==> src/rtl/mul16_pkg.sv <==
// rtl/mul16_pkg.sv - shared types and constants for the sequential 16x16 multiplier
package mul16_pkg;

    localparam int WIDTH = 16;
    localparam int CNT_W = 4;
    localparam logic [CNT_W-1:0] LAST_CNT = 4'd15;

    typedef enum logic [1:0] {
        IDLE = 2'd0,
        RUN  = 2'd1,
        DONE = 2'd2
    } state_t;

endpackage

==> src/rtl/mul16_seq_if.sv <==
// rtl/mul16_seq_if.sv - start/ready/done handshake between datapath controller and multiplier
interface mul16_seq_if;
    import mul16_pkg::*;

    logic                 start;
    logic [WIDTH-1:0]     A;
    logic [WIDTH-1:0]     B;
    logic                 ready;
    logic                 busy;
    logic                 done;
    logic [2*WIDTH-1:0]   P;

    modport master (
        output start, A, B,
        input  ready, busy, done, P
    );

    modport slave (
        input  start, A, B,
        output ready, busy, done, P
    );

endinterface

==> src/rtl/Add16.sv <==
// rtl/Add16.sv - 16-bit adder returning sum and carry-out
module Add16 (
    input  logic [15:0] a_i,
    input  logic [15:0] b_i,
    output logic [15:0] s_o,
    output logic        c_o
);

    assign {c_o, s_o} = {1'b0, a_i} + {1'b0, b_i};

endmodule

==> src/rtl/mul16_seq.sv <==
// rtl/mul16_seq.sv - 16x16 unsigned shift-and-add multiplier, one partial product per clock
module mul16_seq
    import mul16_pkg::*;
(
    input  logic         clk,
    input  logic         rst,
    mul16_seq_if.slave   bus
);

    state_t               state_q, state_d;
    logic [WIDTH-1:0]     mcand_q;
    logic [2*WIDTH-1:0]   acc_q;
    logic [CNT_W-1:0]     cnt_q;
    logic [2*WIDTH-1:0]   p_q;

    logic                 accept;
    logic                 last_iter;
    logic [WIDTH-1:0]     addend;
    logic [WIDTH-1:0]     sum;
    logic                 carry;
    logic [2*WIDTH-1:0]   acc_shift;

    // start is only honoured while ready (IDLE or DONE)
    assign accept    = bus.start && (state_q != RUN);
    assign last_iter = (state_q == RUN) && (cnt_q == LAST_CNT);
    assign addend    = acc_q[0] ? mcand_q : '0;

    Add16 u_add (
        .a_i (acc_q[2*WIDTH-1:WIDTH]),
        .b_i (addend),
        .s_o (sum),
        .c_o (carry)
    );

    // The 33rd shift bit is always zero, so the carry lands directly in bit 31
    assign acc_shift = {carry, sum, acc_q[WIDTH-1:1]};

    always_ff @(posedge clk) begin
        if (rst) begin
            state_q <= IDLE;
        end else begin
            state_q <= state_d;
        end
    end

    always_comb begin
        state_d = state_q;
        case (state_q)
            IDLE:    if (bus.start) state_d = RUN;
            RUN:     if (cnt_q == LAST_CNT) state_d = DONE;
            DONE:    state_d = bus.start ? RUN : IDLE;
            default: state_d = IDLE;
        endcase
    end

    always_comb begin
        bus.ready = (state_q == IDLE) || (state_q == DONE);
        bus.busy  = (state_q == RUN);
        bus.done  = (state_q == DONE);
        bus.P     = p_q;
    end

    always_ff @(posedge clk) begin
        if (rst) begin
            mcand_q <= '0;
            acc_q   <= '0;
            cnt_q   <= '0;
            p_q     <= '0;
        end else if (accept) begin
            mcand_q <= bus.A;
            acc_q   <= {{WIDTH{1'b0}}, bus.B};
            cnt_q   <= '0;
        end else if (state_q == RUN) begin
            acc_q <= acc_shift;
            cnt_q <= cnt_q + 1'b1;
            if (last_iter) begin
                p_q <= acc_shift;
            end
        end
    end

endmodule
==> src/flat_wrapper.sv <==
// flat-port wrapper written by rule: the top's interface ports become plain ports
module mul16_seq_flat import mul16_pkg::*;
  (clk, rst, bus_start, bus_A, bus_B, bus_ready, bus_busy, bus_done, bus_P);
  mul16_seq_if bus_i ();
  input  logic clk;
  input  logic rst;
  input wire logic [$bits(bus_i.start)-1:0] bus_start;
  input wire logic [$bits(bus_i.A)-1:0] bus_A;
  input wire logic [$bits(bus_i.B)-1:0] bus_B;
  output wire logic [$bits(bus_i.ready)-1:0] bus_ready;
  output wire logic [$bits(bus_i.busy)-1:0] bus_busy;
  output wire logic [$bits(bus_i.done)-1:0] bus_done;
  output wire logic [$bits(bus_i.P)-1:0] bus_P;
  assign bus_i.start = bus_start;
  assign bus_i.A = bus_A;
  assign bus_i.B = bus_B;
  assign bus_ready = bus_i.ready;
  assign bus_busy = bus_i.busy;
  assign bus_done = bus_i.done;
  assign bus_P = bus_i.P;
  mul16_seq u_core (.clk(clk), .rst(rst), .bus(bus_i));
endmodule
==> config.mk <==
export PLATFORM = sky130hd
export DESIGN_NAME = mul16_seq_flat
export DESIGN_NICKNAME = d
export VERILOG_FILES = /design/src/rtl/mul16_pkg.sv /design/src/rtl/mul16_seq_if.sv /design/src/rtl/Add16.sv /design/src/rtl/mul16_seq.sv /design/src/flat_wrapper.sv
export SDC_FILE = /design/constraint.sdc
export NUM_CORES = 1
export LEC_CHECK = 0
export BUFFER_PORTS_ARGS = -buffer_cell sky130_fd_sc_hd__buf_2
export CORE_MARGIN = 2
export CORE_UTILIZATION = 30
export DETAILED_ROUTE_END_ITERATION = 7
export HOLD_SLACK_MARGIN = 0.06
export PLACE_DENSITY_LB_ADDON = 0.2
export SETUP_SLACK_MARGIN = 0.1
export SLEW_MARGIN = 20
export SYNTH_ARGS = -nofsm -noshare
export SYNTH_HDL_FRONTEND = slang
export SYNTH_SLANG_ARGS = --single-unit
==> constraint.sdc <==
create_clock -name clk -period 2.95 [get_ports clk]
set_input_delay 0.59 -clock clk [delete_from_list [all_inputs] [get_ports clk]]
set_output_delay 0.59 -clock clk [all_outputs]
set_load 0.1 [all_outputs]
After elaboration in Yosys (flattened, before gate mapping)

Cells that the tools add are included.

Bitwise gates (word level): 1
Reduce and logical (&&, ||, !) cells: 8
Add/sub/neg operators: 2
Equality and inequality tests: 6
Muxes and demuxes: 7

Operator list:

| operator                                             | number |
|---|---|
| 2-to-1 mux 16 bit                                    | 3 |
| adder 16 x 16 -> 17 bit                              | 1 |
| case mux 2 bit (3 select lines)                      | 1 |
| adder 4 x 1 -> 4 bit (second input constant)         | 1 |
| equality test 4 bit (second input constant)          | 1 |
| 2-to-1 mux 2 bit                                     | 2 |
| != test 2 x 1 -> 1 bit (second input constant)       | 2 |
| AND reduction 3 bit                                  | 1 |
| equality test 2 x 1 -> 1 bit (second input constant) | 1 |
| equality test 2 bit (second input constant)          | 1 |
| logical AND 1 bit                                    | 2 |
| logical NOT 2 bit                                    | 1 |
| != test 2 bit (second input constant)                | 1 |
| AND reduction 2 bit                                  | 1 |
| nonzero test 2 bit                                   | 1 |
| OR reduction 2 bit                                   | 1 |
| logical OR 1 bit                                     | 1 |
| 2-to-1 mux 1 bit                                     | 1 |
| inverter 1 bit                                       | 1 |

Input bits: 35
Logic and storage cells: 30
Output and inout port bits: 35
Register bits: 86

Depth between registers and ports, before layout

Depth after elaboration: 4
Depth in mapped cells: 10
Mapped depth without buffers: 9

Hierarchy

A second synthesis with hierarchy kept.

Cell total of the unflattened synthesis: 479
Area, all modules: 4217.8 µm²

Modules (own cells, without submodules):

| module    | cells each | times used | area an instance (µm²) | seq. area each (µm²) |
|---|---|---|---|---|
| mul16_seq | 369        | 1          | 3362.0                 | 1721.7 |
| Add16     | 110        | 1          | 855.8                  | 0.0 |

Worst setup path before layout

OpenSTA, ideal clock, no wires.

Path kind: register -> output
Start point: reg u_core.state_q[0]
End point: out bus_busy
Data arrival time: 1.825 ns
Stages on the path, launching flop included: 5
Slack: 0.535 ns
Buffers on the path: 2
Required time: 2.360 ns
Cell sequence: dfxtp_1 -> nand2b_4 -> inv_2 -> clkbuf_1 -> clkbuf_1

Word-level cells in the longest chain between the ends: 1

Ends and longest elaborated chain:

| element                      | line               | text |
|---|---|---|
| start: declaration           | mul16_seq.sv:10    | `state_t state_q, state_d;` |
| start signal: assignment     | mul16_seq.sv:42    | `state_q <= state_d;` |
| equality test 2 x 1 -> 1 bit | mul16_seq.sv:58    | `bus.busy = (state_q == RUN);` |
| end: declaration             | flat_wrapper.sv:11 | `output wire logic [$bits(bus_i.busy)-1:0] bus_busy;` |

No other way between the ends.

Final worst setup path

Start point: reg u_core.acc_q[0]
End point: reg u_core.p_q[25], in the netlist u_core.bus.P[25]

Word-level cells in the longest chain between the ends: 2

Ends and longest elaborated chain:

| element                  | line            | text |
|---|---|---|
| start: declaration       | mul16_seq.sv:12 | `logic [2*WIDTH-1:0] acc_q;` |
| start signal: assignment | mul16_seq.sv:71 | `acc_q <= {{WIDTH{1'b0}}, bus.B};` |
| start signal: assignment | mul16_seq.sv:74 | `acc_q <= acc_shift;` |
| 2-to-1 mux 16 bit        | mul16_seq.sv:26 | `assign addend = acc_q[0] ? mcand_q : '0;` |
| adder 16 x 16 -> 17 bit  | Add16.sv:9      | `assign {c_o, s_o} = {1'b0, a_i} + {1'b0, b_i};` |
| end signal: assignment   | mul16_seq.sv:77 | `p_q <= acc_shift;` |
| end: declaration         | mul16_seq.sv:14 | `logic [2*WIDTH-1:0] p_q;` |

No other way between the ends.
A chain may end at the register's enable or synchronous reset.

==> reports/qor_table.md <==
| Item | Reported |
|---|---|
| Antenna diode count | 0 |
| Sequential area share after synthesis | 41.35% |
| Startpoint Class | flop |
| Max frequency | 0.3915 GHz |
| Clock Power Share | 44.5% |
| 1st-pass router iterations | 4 |
| Flop pwr share | 46.7% |
| # rows | 43 |
| PortBufs | 69 |
| Clock tree from TritonCTS | done |
| Leakage power | 0.002079 µW |
| Detailed Place HPWL | 7.472 mm |
| Worst slew slack as a fraction of its limit | 57.02% |
| Arrival time of the worst setup path | 2820 ps |
| Residual DRC | 0 |
| Worst path top cell family by delay | compound AO/OA/AOI/OAI gates |
| Number of warnings printed during yosys synthesis | 0 |
| Critical-path cell with the highest stage delay | a311o_2 |
| Final wirelength | 10.53 mm |
| Place WS | 420.9 ps |
| Final count of negative-setup-slack endpoints | 0 |
| Deepest level of the CTS H-tree | 3 |
| Overall via count from detail_route | 3556 |
| Library cell used as clock root buffer | clkbuf_16 |
| Required arrival time at the worst endpoint | 3210 ps |
| Number of design-rule violations left by the first detailed-router iteration | 174 |
| WL per Instance | 14.33 µm |
| Initial antenna violation count | 0 |
| Combinational Power Share | 8.9% |
| Largest net degree at the start of global routing | 37 |
| Overall overflow remaining after global route | 0 |
| Final std cell area, no fill | 0.004938 mm² |
| Final WS setup | 395.7 ps |
| Number of antenna-violating nets in the routed design | 0 |
| Max IR drop VDD | 0.3204 mV |
| Pwr per Cell Area | 532.5 mW/mm² |
| Via count of the first global-routing pass | 3364 |
| Synth unique cells | 60 |
| Count of mapped cells out of synthesis | 494 |
| Peak fanout along the critical path | 3 |
| Switching power total | 678.7 µW |
| Boundary Pins | 70 |
| Starting density of the core | 30.35% |
| Routability-driven placement congestion ratio | 0.8467 |
| Core ar. | 0.01372 mm² |
| Result of the run | completed |
| Slowest Stage Delay on Critical Path | 420 ps |
| Fin. max-slew vios | 0 |
| Fill cell count | 1468 |
| Clock period minus worst slack | 2554 ps |
| Multi-input combinational cell area | 0.002237 mm² |
| Final #Nets | 603 |
| Maxcap violations | 0 |
| Post-Syn Nets | 547 |
| Net Sw Frac | 25.81% |
| Final core utilization | 36.00% |
| Final hold violation count | 0 |
| Die height | 121.8 µm |
| Final total negative setup slack | 0 ps |
| Cell area after placement | 0.004634 mm² |
| Cells along the critical path | and2_1 > ha_1 > fa_1 > a21o_2 > a311o_2 > a31oi_2 > a21oi_2 > xnor2_2 > a211oi_1 |
| Layout cells sized above 1 | 20.54% |
| Most common flop cell mapped by yosys | dfxtp_1 |
| Least-Margin Pin Slew | 644.8 ps |
| Wire length of the first global-routing pass | 17.11 mm |
| RSZ-0062 raised after global routing | no |
| Number of buffers created by CTS | 9 |
| Worst path buffer plus inverter count | 0 |
| HP Class | reg -> reg |
| Setup Crit Path Kind | reg -> reg |
| Area growth syn-to-layout | 18.60% |
| Post-cts gate resize count | 0 |
| Maximum buffer depth of the clock tree | 2 |
| Count of flip-flops with a built-in enable after synthesis | 0 |
| Final total power | 2630 µW |
| Number of buffers inserted to repair setup after CTS | 0 |
| Die area | 0.01484 mm² |
| Hold buffer count at cts | 0 |
| Global-route usage over all layers | 14.76% |
| Clock Latency Late Sink | 350 ps |
| Mapped Avg Cell Area | 8.429 µm² |
| Critical path capture point type | flop |
| Internal power contribution | 1951 µW |
| Setup clock skew after layout | 9.728 ps |
| Number of synthesized register bits | 86 |
| Vias per std cell | 4.838 |
| Netlist area before placement | 0.004164 mm² |
| TritonCTS sink count | 86 |
| Reg area | 0.001722 mm² |
| Share of synthesized flip-flops with an asynchronous set or reset | 0% |
| Horiz. Die Dim | 121.8 µm |
| Period utilization | 86.58% |
| Clock transition at path regs | 70 ps |
==> worst reg2reg max path, stage by stage (launching register included) <==
cell and delay, ps:
dfxtp_1 330, and2_1 160, ha_1 210, fa_1 400
a21o_2 250, a311o_2 420, a31oi_2 260, a21oi_2 110
xnor2_2 150, a211oi_1 190
==> cells in the final DEF, fill, tap and decap left out, types with 7 or more instances in the layout <==
master     synthesis  layout
a211oi_1          20      20
a21oi_1           57      57
and2_1            16      16
buf_2              3      69
buf_4              3      11
clkbuf_16          0       9
dfxtp_1           86      86
ha_1              17      17
mux2i_1           16      16
nand2_1          101     101
nand3_1            7       7
nor2_1            33      32
nor3_1             8       8
xnor2_1            9       9
==> Yosys cell counts, drive strengths merged, types with 2 or more instances <==
| cell type | number | share of area, % |
|---|---|---|
| dfxtp | 86 | 41 |
| o21bai | 2 | 0.36 |
| a211o | 5 | 1.1 |
| a31oi | 4 | 0.75 |
| xor2 | 3 | 0.63 |
| o31ai | 3 | 0.66 |
| ha | 17 | 5.1 |
| o211ai | 3 | 0.66 |
| nor3 | 8 | 0.96 |
| nand3 | 9 | 1.3 |
| clkbuf | 19 | 1.7 |
| and2 | 16 | 2.4 |
| nor4b | 2 | 0.42 |
| nor2 | 35 | 3.3 |
| a21oi | 59 | 7.3 |
| nand3b | 4 | 0.72 |
| nor3b | 3 | 0.54 |
| a211oi | 20 | 3.6 |
| nand2 | 102 | 9.3 |
| and3 | 3 | 0.45 |
| xnor2 | 10 | 2.3 |
| nand2b | 2 | 0.48 |
| buf | 16 | 2.7 |
| nand4 | 5 | 0.75 |
| o21ai | 9 | 1.1 |
| o21a | 4 | 0.90 |
| mux2i | 16 | 3.8 |
| o2111ai | 3 | 0.63 |
| or4 | 3 | 0.54 |
| inv | 6 | 0.54 |
| a21o | 5 | 0.93 |
==> cell families after synthesis <==
kind of cell,share of synthesized area (%)
compound gates,19.08
xor+xnor,2.915
fa+ha+maj,5.589
buf+inv,4.988
flops,41.35
mux,3.846
simple gates,22.24
==> final timing paths <==
kind | cells past startpoint | end | startpoint | slack [ps]
min reg2reg | 2 | u_core.mcand_q[4]$_SDFFE_PP0P_ | u_core.mcand_q[4]$_SDFFE_PP0P_ | 450
max reg2reg | 9 | u_core.bus.P[25]$_SDFFE_PP0P_ | u_core.acc_q[0]$_SDFFE_PP0P_ | 400
min | 2 | u_core.mcand_q[4]$_SDFFE_PP0P_ | u_core.mcand_q[4]$_SDFFE_PP0P_ | 450
max | 9 | u_core.bus.P[25]$_SDFFE_PP0P_ | u_core.acc_q[0]$_SDFFE_PP0P_ | 400
==> area by class of cell <==
cell class | count | share of cell area, %
timing repair buffer | 80 | 8.665
tap | 180 | 4.560
clock buffer | 9 | 4.560
multi-input combinational | 367 | 45.30
sequential | 86 | 34.86
clock inverter | 7 | 1.596
inverter | 6 | 0.4560
==> power by group through the flow <==
stage	registers (µW)	logic, µW	clock network [µW]
CTS	1230	236	1210
floorplan	1250	168	0
global route	1230	261	1240
finish	1230	233	1170
global placement	1250	233	0
detailed placement	1250	235	0
==> stage by stage <==
stage               std cells  hold slack (ps)
floorplan                 494            429.7
global placement          719            438.6
detailed placement        719            444.4
CTS                       735            453.3
global route              735            470.7
finish                    735            448.7
==> layer usage <==
layer  track usage [%]  part of all wire, %
met5                 0                    0
met2             22.91                   43
met4             4.095                  1.1
met1             20.13                   51
met3             4.073                  5.0
==> flip-flops by register name (all words and copies together) (netlist names) <==
signal / cells
u_core.acc_q: 32
u_core.bus.P: 32
u_core.mcand_q: 16
u_core.cnt_q: 4
u_core.state_q: 2
Power figures use the tool's default switching activity.
